**src/rtl/decimal_key_debounce_if.sv**
```systemverilog
// Key pad bundle: raw key lines in, one-hot key event and status out.
// master drives the raw lines, slave is the debouncer.
interface decimal_key_debounce_if;
  logic [9:0] keys_raw;
  logic [9:0] key_onehot;
  logic       key_valid;
  logic       key_held;
  logic       multi_err;

  modport master (
    output keys_raw,
    input  key_onehot,
    input  key_valid,
    input  key_held,
    input  multi_err
  );

  modport slave (
    input  keys_raw,
    output key_onehot,
    output key_valid,
    output key_held,
    output multi_err
  );
endinterface

```
**src/rtl/decimal_key_debounce.sv**
```systemverilog
// Debounces ten decimal key lines into a one-cycle one-hot key event.
// A key must be debounced as released before another press is taken.
module decimal_key_debounce #(
  parameter int DEBOUNCE_CYCLES = 4
) (
  input logic                   clk,
  input logic                   rst,
  decimal_key_debounce_if.slave kb
);

  localparam int CW = $clog2(DEBOUNCE_CYCLES + 1);
  localparam logic [CW-1:0] CMAX = CW'(DEBOUNCE_CYCLES);
  localparam logic [CW-1:0] CONE = CW'(1);
  localparam bit FAST = (DEBOUNCE_CYCLES == 1);

  typedef enum logic [1:0] {
    IDLE,
    DEBOUNCE,
    PRESSED,
    RELEASE
  } state_t;

  state_t        st;
  state_t        st_nx;
  logic [9:0]    sync1;
  logic [9:0]    s;
  logic [9:0]    cap;
  logic [9:0]    cap_nx;
  logic [9:0]    oh_q;
  logic          vld_q;
  logic [CW-1:0] cnt;
  logic [CW-1:0] cnt_nx;
  logic [CW-1:0] cnt_inc;
  logic          emit;
  logic          one_hot;
  logic          multi;
  logic          held;
  logic          merr;

  // s & (s-1) clears the lowest set bit: non-zero means 2+ keys.
  assign multi   = (s & (s - 10'd1)) != 10'd0;
  assign one_hot = (s != 10'd0) && !multi;
  assign cnt_inc = (cnt == CMAX) ? cnt : cnt + CONE;

  // Two-flop synchronizer for the asynchronous key lines.
  always_ff @(posedge clk) begin
    if (rst) begin
      sync1 <= '0;
      s     <= '0;
    end else begin
      sync1 <= kb.keys_raw;
      s     <= sync1;
    end
  end

  // State register.
  always_ff @(posedge clk) begin
    if (rst) st <= IDLE;
    else     st <= st_nx;
  end

  // Next state, capture/counter updates and event decision.
  always_comb begin
    st_nx  = st;
    cap_nx = cap;
    cnt_nx = cnt;
    emit   = 1'b0;
    unique case (st)
      IDLE: begin
        if (one_hot) begin
          cap_nx = s;
          cnt_nx = CONE;
          if (FAST) begin
            emit  = 1'b1;
            st_nx = PRESSED;
          end else begin
            st_nx = DEBOUNCE;
          end
        end
      end
      DEBOUNCE: begin
        if (s == cap) begin
          cnt_nx = cnt_inc;
          if (cnt_inc == CMAX) begin
            emit  = 1'b1;
            st_nx = PRESSED;
          end
        end else begin
          st_nx = IDLE;
        end
      end
      PRESSED: begin
        if (s == 10'd0) begin
          cnt_nx = CONE;
          st_nx  = FAST ? IDLE : RELEASE;
        end
      end
      RELEASE: begin
        if (s == 10'd0) begin
          cnt_nx = cnt_inc;
          if (cnt_inc == CMAX) st_nx = IDLE;
        end else begin
          st_nx = PRESSED;
        end
      end
      default: st_nx = IDLE;
    endcase
  end

  // Capture, counter and the registered one-cycle event strobe.
  always_ff @(posedge clk) begin
    if (rst) begin
      cap   <= '0;
      cnt   <= '0;
      oh_q  <= '0;
      vld_q <= 1'b0;
    end else begin
      cap   <= cap_nx;
      cnt   <= cnt_nx;
      oh_q  <= emit ? cap_nx : 10'd0;
      vld_q <= emit;
    end
  end

  // Status outputs, forced low while reset is asserted.
  always_comb begin
    held = 1'b0;
    merr = 1'b0;
    if (!rst) begin
      held = (st == PRESSED) || (st == RELEASE);
      merr = (st == IDLE) && multi;
    end
  end

  assign kb.key_onehot = oh_q;
  assign kb.key_valid  = vld_q;
  assign kb.key_held   = held;
  assign kb.multi_err  = merr;

endmodule

```
**src/flat_wrapper.sv**
```systemverilog
// flat-port wrapper written by rule: the top's interface ports become plain ports
module decimal_key_debounce_flat 
#(
  parameter int DEBOUNCE_CYCLES = 4
)
  (clk, rst, kb_keys_raw, kb_key_onehot, kb_key_valid, kb_key_held, kb_multi_err);
  decimal_key_debounce_if kb_i ();
  input logic clk;
  input logic rst;
  input wire logic [$bits(kb_i.keys_raw)-1:0] kb_keys_raw;
  output wire logic [$bits(kb_i.key_onehot)-1:0] kb_key_onehot;
  output wire logic [$bits(kb_i.key_valid)-1:0] kb_key_valid;
  output wire logic [$bits(kb_i.key_held)-1:0] kb_key_held;
  output wire logic [$bits(kb_i.multi_err)-1:0] kb_multi_err;
  assign kb_i.keys_raw = kb_keys_raw;
  assign kb_key_onehot = kb_i.key_onehot;
  assign kb_key_valid = kb_i.key_valid;
  assign kb_key_held = kb_i.key_held;
  assign kb_multi_err = kb_i.multi_err;
  decimal_key_debounce #(.DEBOUNCE_CYCLES(DEBOUNCE_CYCLES)) u_core (.clk(clk), .rst(rst), .kb(kb_i));
endmodule
```
**config.mk**
```make
export PLATFORM = sky130hd
export DESIGN_NAME = decimal_key_debounce_flat
export DESIGN_NICKNAME = d
export VERILOG_FILES = /design/src/rtl/decimal_key_debounce_if.sv /design/src/rtl/decimal_key_debounce.sv /design/src/flat_wrapper.sv
export SDC_FILE = /design/constraint.sdc
export NUM_CORES = 1
export LEC_CHECK = 0
export ABC_AREA = 1
export CORE_ASPECT_RATIO = 0.8
export CORE_MARGIN = 10
export CORE_UTILIZATION = 49
export DETAILED_ROUTE_END_ITERATION = 10
export PLACE_DENSITY = 0.75
export RECOVER_POWER = 100
export SYNTH_ARGS = -nofsm -noshare
export SYNTH_HDL_FRONTEND = slang
export SYNTH_SLANG_ARGS = --single-unit
```
**constraint.sdc**
```tcl
create_clock -name clk -period 1.5 [get_ports clk]
set_input_delay 0.45 -clock clk [delete_from_list [all_inputs] [get_ports clk]]
set_output_delay 0.45 -clock clk [all_outputs]
set_load 0.01 [all_outputs]
```
==> results.toml <==
[status]
outcome = "finished with violations"
violations = "negative setup slack"

[clocking]
h-tree-depth = 2
cts-root-buf = "clkbuf_8"
cts_tree = "done"
numCtsBuffers = 5
post-cts-setup-buffers = 0
insertion_delay_ns = 0.30
hold_buffers = 0
clk_pin_slew_ns = 0.08
cts_buffer_depth = 2
clock-sinks = 46

[global_route]
top_usage_layer = "met2"
grtUsageTotal_pct = 13.43
grt_max_degree = 19
antenna_found_initial = 0
grtUsageMet3_pct = 4.135
first_global_vias = 1853
grtUsageMet1_pct = 16.84
overflow = 0
grt_pass1_wl_um = 7990
use_met2_pct = 21.13

[synth]
synth.area.top_cells = "dfxtp_1, inv_1, nand2_1"
synth_edf_count = 0
synthesis.nets = 313
synth-seq-cells = 46
yosysSeqAreaShare_pct = 45.10
netlist_area_um2 = 2042
syn-mean-instance-area_um2 = 6.829
synthDistinctLibCells = 21
ys_warn_count = 0
postSynth.asyncResetShare_pct = 0
yosysTopAreaCellShare_pct = 45.10
syn-instance-count = 299
synth_common_cells = "inv_1, nand2_1, nor2_1"
synth_most_common_cell = "inv_1"
synthFlopType = "dfxtp_1"
yosys.area.top_type = "dfxtp_1"

[pwr]
pwr-share-comb_pct = 45.9
p_sw_share_pct = 37.53
internal_power_mw = 2.787
irDropWorstVdd_mv = 0.8260
p_per_area_nw_per_um2 = 1534
p_leak_nw = 1.584
clockPowerShare_pct = 20.5
p_total_mw = 4.461
seqPwrFrac_pct = 33.6
p_sw_mw = 1.674

[drt]
wl_um = 4704
dr_total_vias = 1929
drc = 0
dr.pass1.iters = 4
wire_per_inst_um = 11.20
drtAntennaViolNets = 0
drt_iter0_drc = 109
via_per_inst = 4.593

[cells_and_area]
nNetsFinal = 379
final_core_util_pct = 74.49
final_cell_count_no_fill = 420
fillCellCount = 312
area_growth_pct = 42.40
diodes = 0
drive_above_1_share_pct = 29.59

[timing]
setup_viol = 26
fin_skew_ns = 0.005347
worstMarginPinSlew_ns = 0.2954
finalHoldViolations = 0
fin_crit_sh_pct = 135.0
rsz0062_at_grt = "true"
fin_ws_ns = -0.5250
fmaxAchievable_mhz = 493.8
slew_headroom_pct = 80.24
post-route-min-period_ns = 2.025
slew_viol_final = 0

[worst_setup_path]
regToRegSetupSlack_ns = -0.21
cp_slowest_cell = "dfxtp_2"
r2r_start = "u_core.s[3]$_SDFF_PP0_"
endpoint_kind = "primary output"
critPathRequiredTime_ns = 1.05
slowest_delay_ns = 0.35
crit_path_max_fanout = 4
crit_path_start_kind = "register"
arrival_ns = 1.57
crit_path_start = "u_core.s[3]$_SDFF_PP0_"
crit_type = "reg2out"
cp_cell_sequence = "nor2_2 -> nand2_1 -> o21ai_2 -> nand2_1 -> nor2_2 -> nand2_2 -> nor2_4 -> nor3_2 -> buf_2"

[floorplan]
fp.dieArea_um2 = 7166
core-area_um2 = 3904
die_h_um = 77.74
start_util_pct = 52.31
rows = 20
die_w_um = 92.18
io_pins = 25

[placement]
gp_congestion = 0.8789
place_inst = 411
portBuffers = 24
pre_cts_ws_ns = -0.6813
dp_hpwl_um = 3188

[worst_hold_path]
min_path_type = "reg2reg"
min_from = "u_core.sync1[4]$_SDFF_PP0_"

[job]
cap_viol_max_count = 0
-- cell usage in the layout (no fill, tap or decap), types with 3 or more instances in the layout --
cell type        instances
buf_4                   35
buf_6                    3
clkbuf_8                 6
clkdlybuf4s50_1          9
dfxtp_1                 35
dfxtp_2                  9
dlygate4sd2_1           12
inv_1                   67
inv_2                    6
nand2_1                 65
nand2_2                  5
nand3_1                  6
nand3_2                 13
nand3_4                  3
nand4_1                  5
nor2_1                  48
nor2_2                   7
nor2_4                   6
o21ai_2                  4
xor2_1                   5
-- critical path: cells and delay by family (launching register included) --
family	cells	cell delay, ns
compound gates	1	0.14
buf+inv	1	0.14
flops	1	0.35
simple gates	7	0.66
-- routing by layer --
layer / routed length, um / vias to the layer above / share of wire [%]
li1: - / 1003 / -
met1: 2176 / 853 / 46
met2: 2100 / 59 / 45
met3: 303 / 14 / 6.4
met4: 124 / 0 / 2.6
met5: 0 / - / 0
-- flip-flops by register name (all words and copies together) (netlist names) --
name / flops
u_core.cnt: 3
u_core.kb.key_valid: 1
u_core.st: 2
u_core.s: 10
u_core.cap: 10
u_core.sync1: 10
u_core.kb.key_onehot: 10
-- cells by family after synthesis --
| kind of cell | Yosys count | synth area share, % |
|---|---|---|
| simple gates | 159 | 34.68 |
| flops | 46 | 45.10 |
| buf+inv | 78 | 14.34 |
| fa+ha+maj | 2 | 1.225 |
| xor+xnor | 6 | 2.574 |
| compound gates | 8 | 2.083 |
-- final timing paths --
path	end	cells after the start
setup / recovery	kb_multi_err	9
hold / removal	u_core.s[4]$_SDFF_PP0_	2
setup reg to reg	u_core.kb.key_onehot[7]$_SDFF_PP0_	11
hold reg to reg	u_core.s[4]$_SDFF_PP0_	2
-- power groups by stage --
stage | combinational [mW] | sequential (mW) | clock (mW)
final | 2.05 | 1.50 | 0.914
after CTS | 1.89 | 1.49 | 0.931
after floorplan | 1.05 | 1.51 | 0
after global placement | 1.62 | 1.51 | 0
after detailed placement | 1.67 | 1.51 | 0
after global routing | 2.28 | 1.52 | 0.983
-- final cells by class --
class                           instances  area (um^2)  share of cell area [%]
Tap cell                               55        68.82                   2.367
Clock inverter                          1        30.03                   1.033
Inverter                               73        274.0                   9.423
Sequential cell                        46        939.7                   32.31
Clock buffer                            6        82.58                   2.840
Multi-Input combinational cell        177         1001                   34.42
Timing Repair Buffer                   62        511.7                   17.60
-- timing repair --
action / in CTS / in global routing
gates cloned: 2 / 0
pin swaps: 34 / 8
endpoints found under the setup margin: 39 / 28
gates resized for setup: 43 / 29
-- metrics by stage --
step	hold slack (ns)	TNS, ns	area, um^2
2_1_floorplan	0.3809	-0.08414	2057
3_5_place_dp	0.3858	-6.232	2633
6_report	0.3917	-4.849	2908
5_1_grt	0.4014	-8.905	2908
3_3_place_gp	0.3883	-5.322	2633
4_1_cts	0.3912	-5.405	2830
Power figures use the tool's default switching activity.
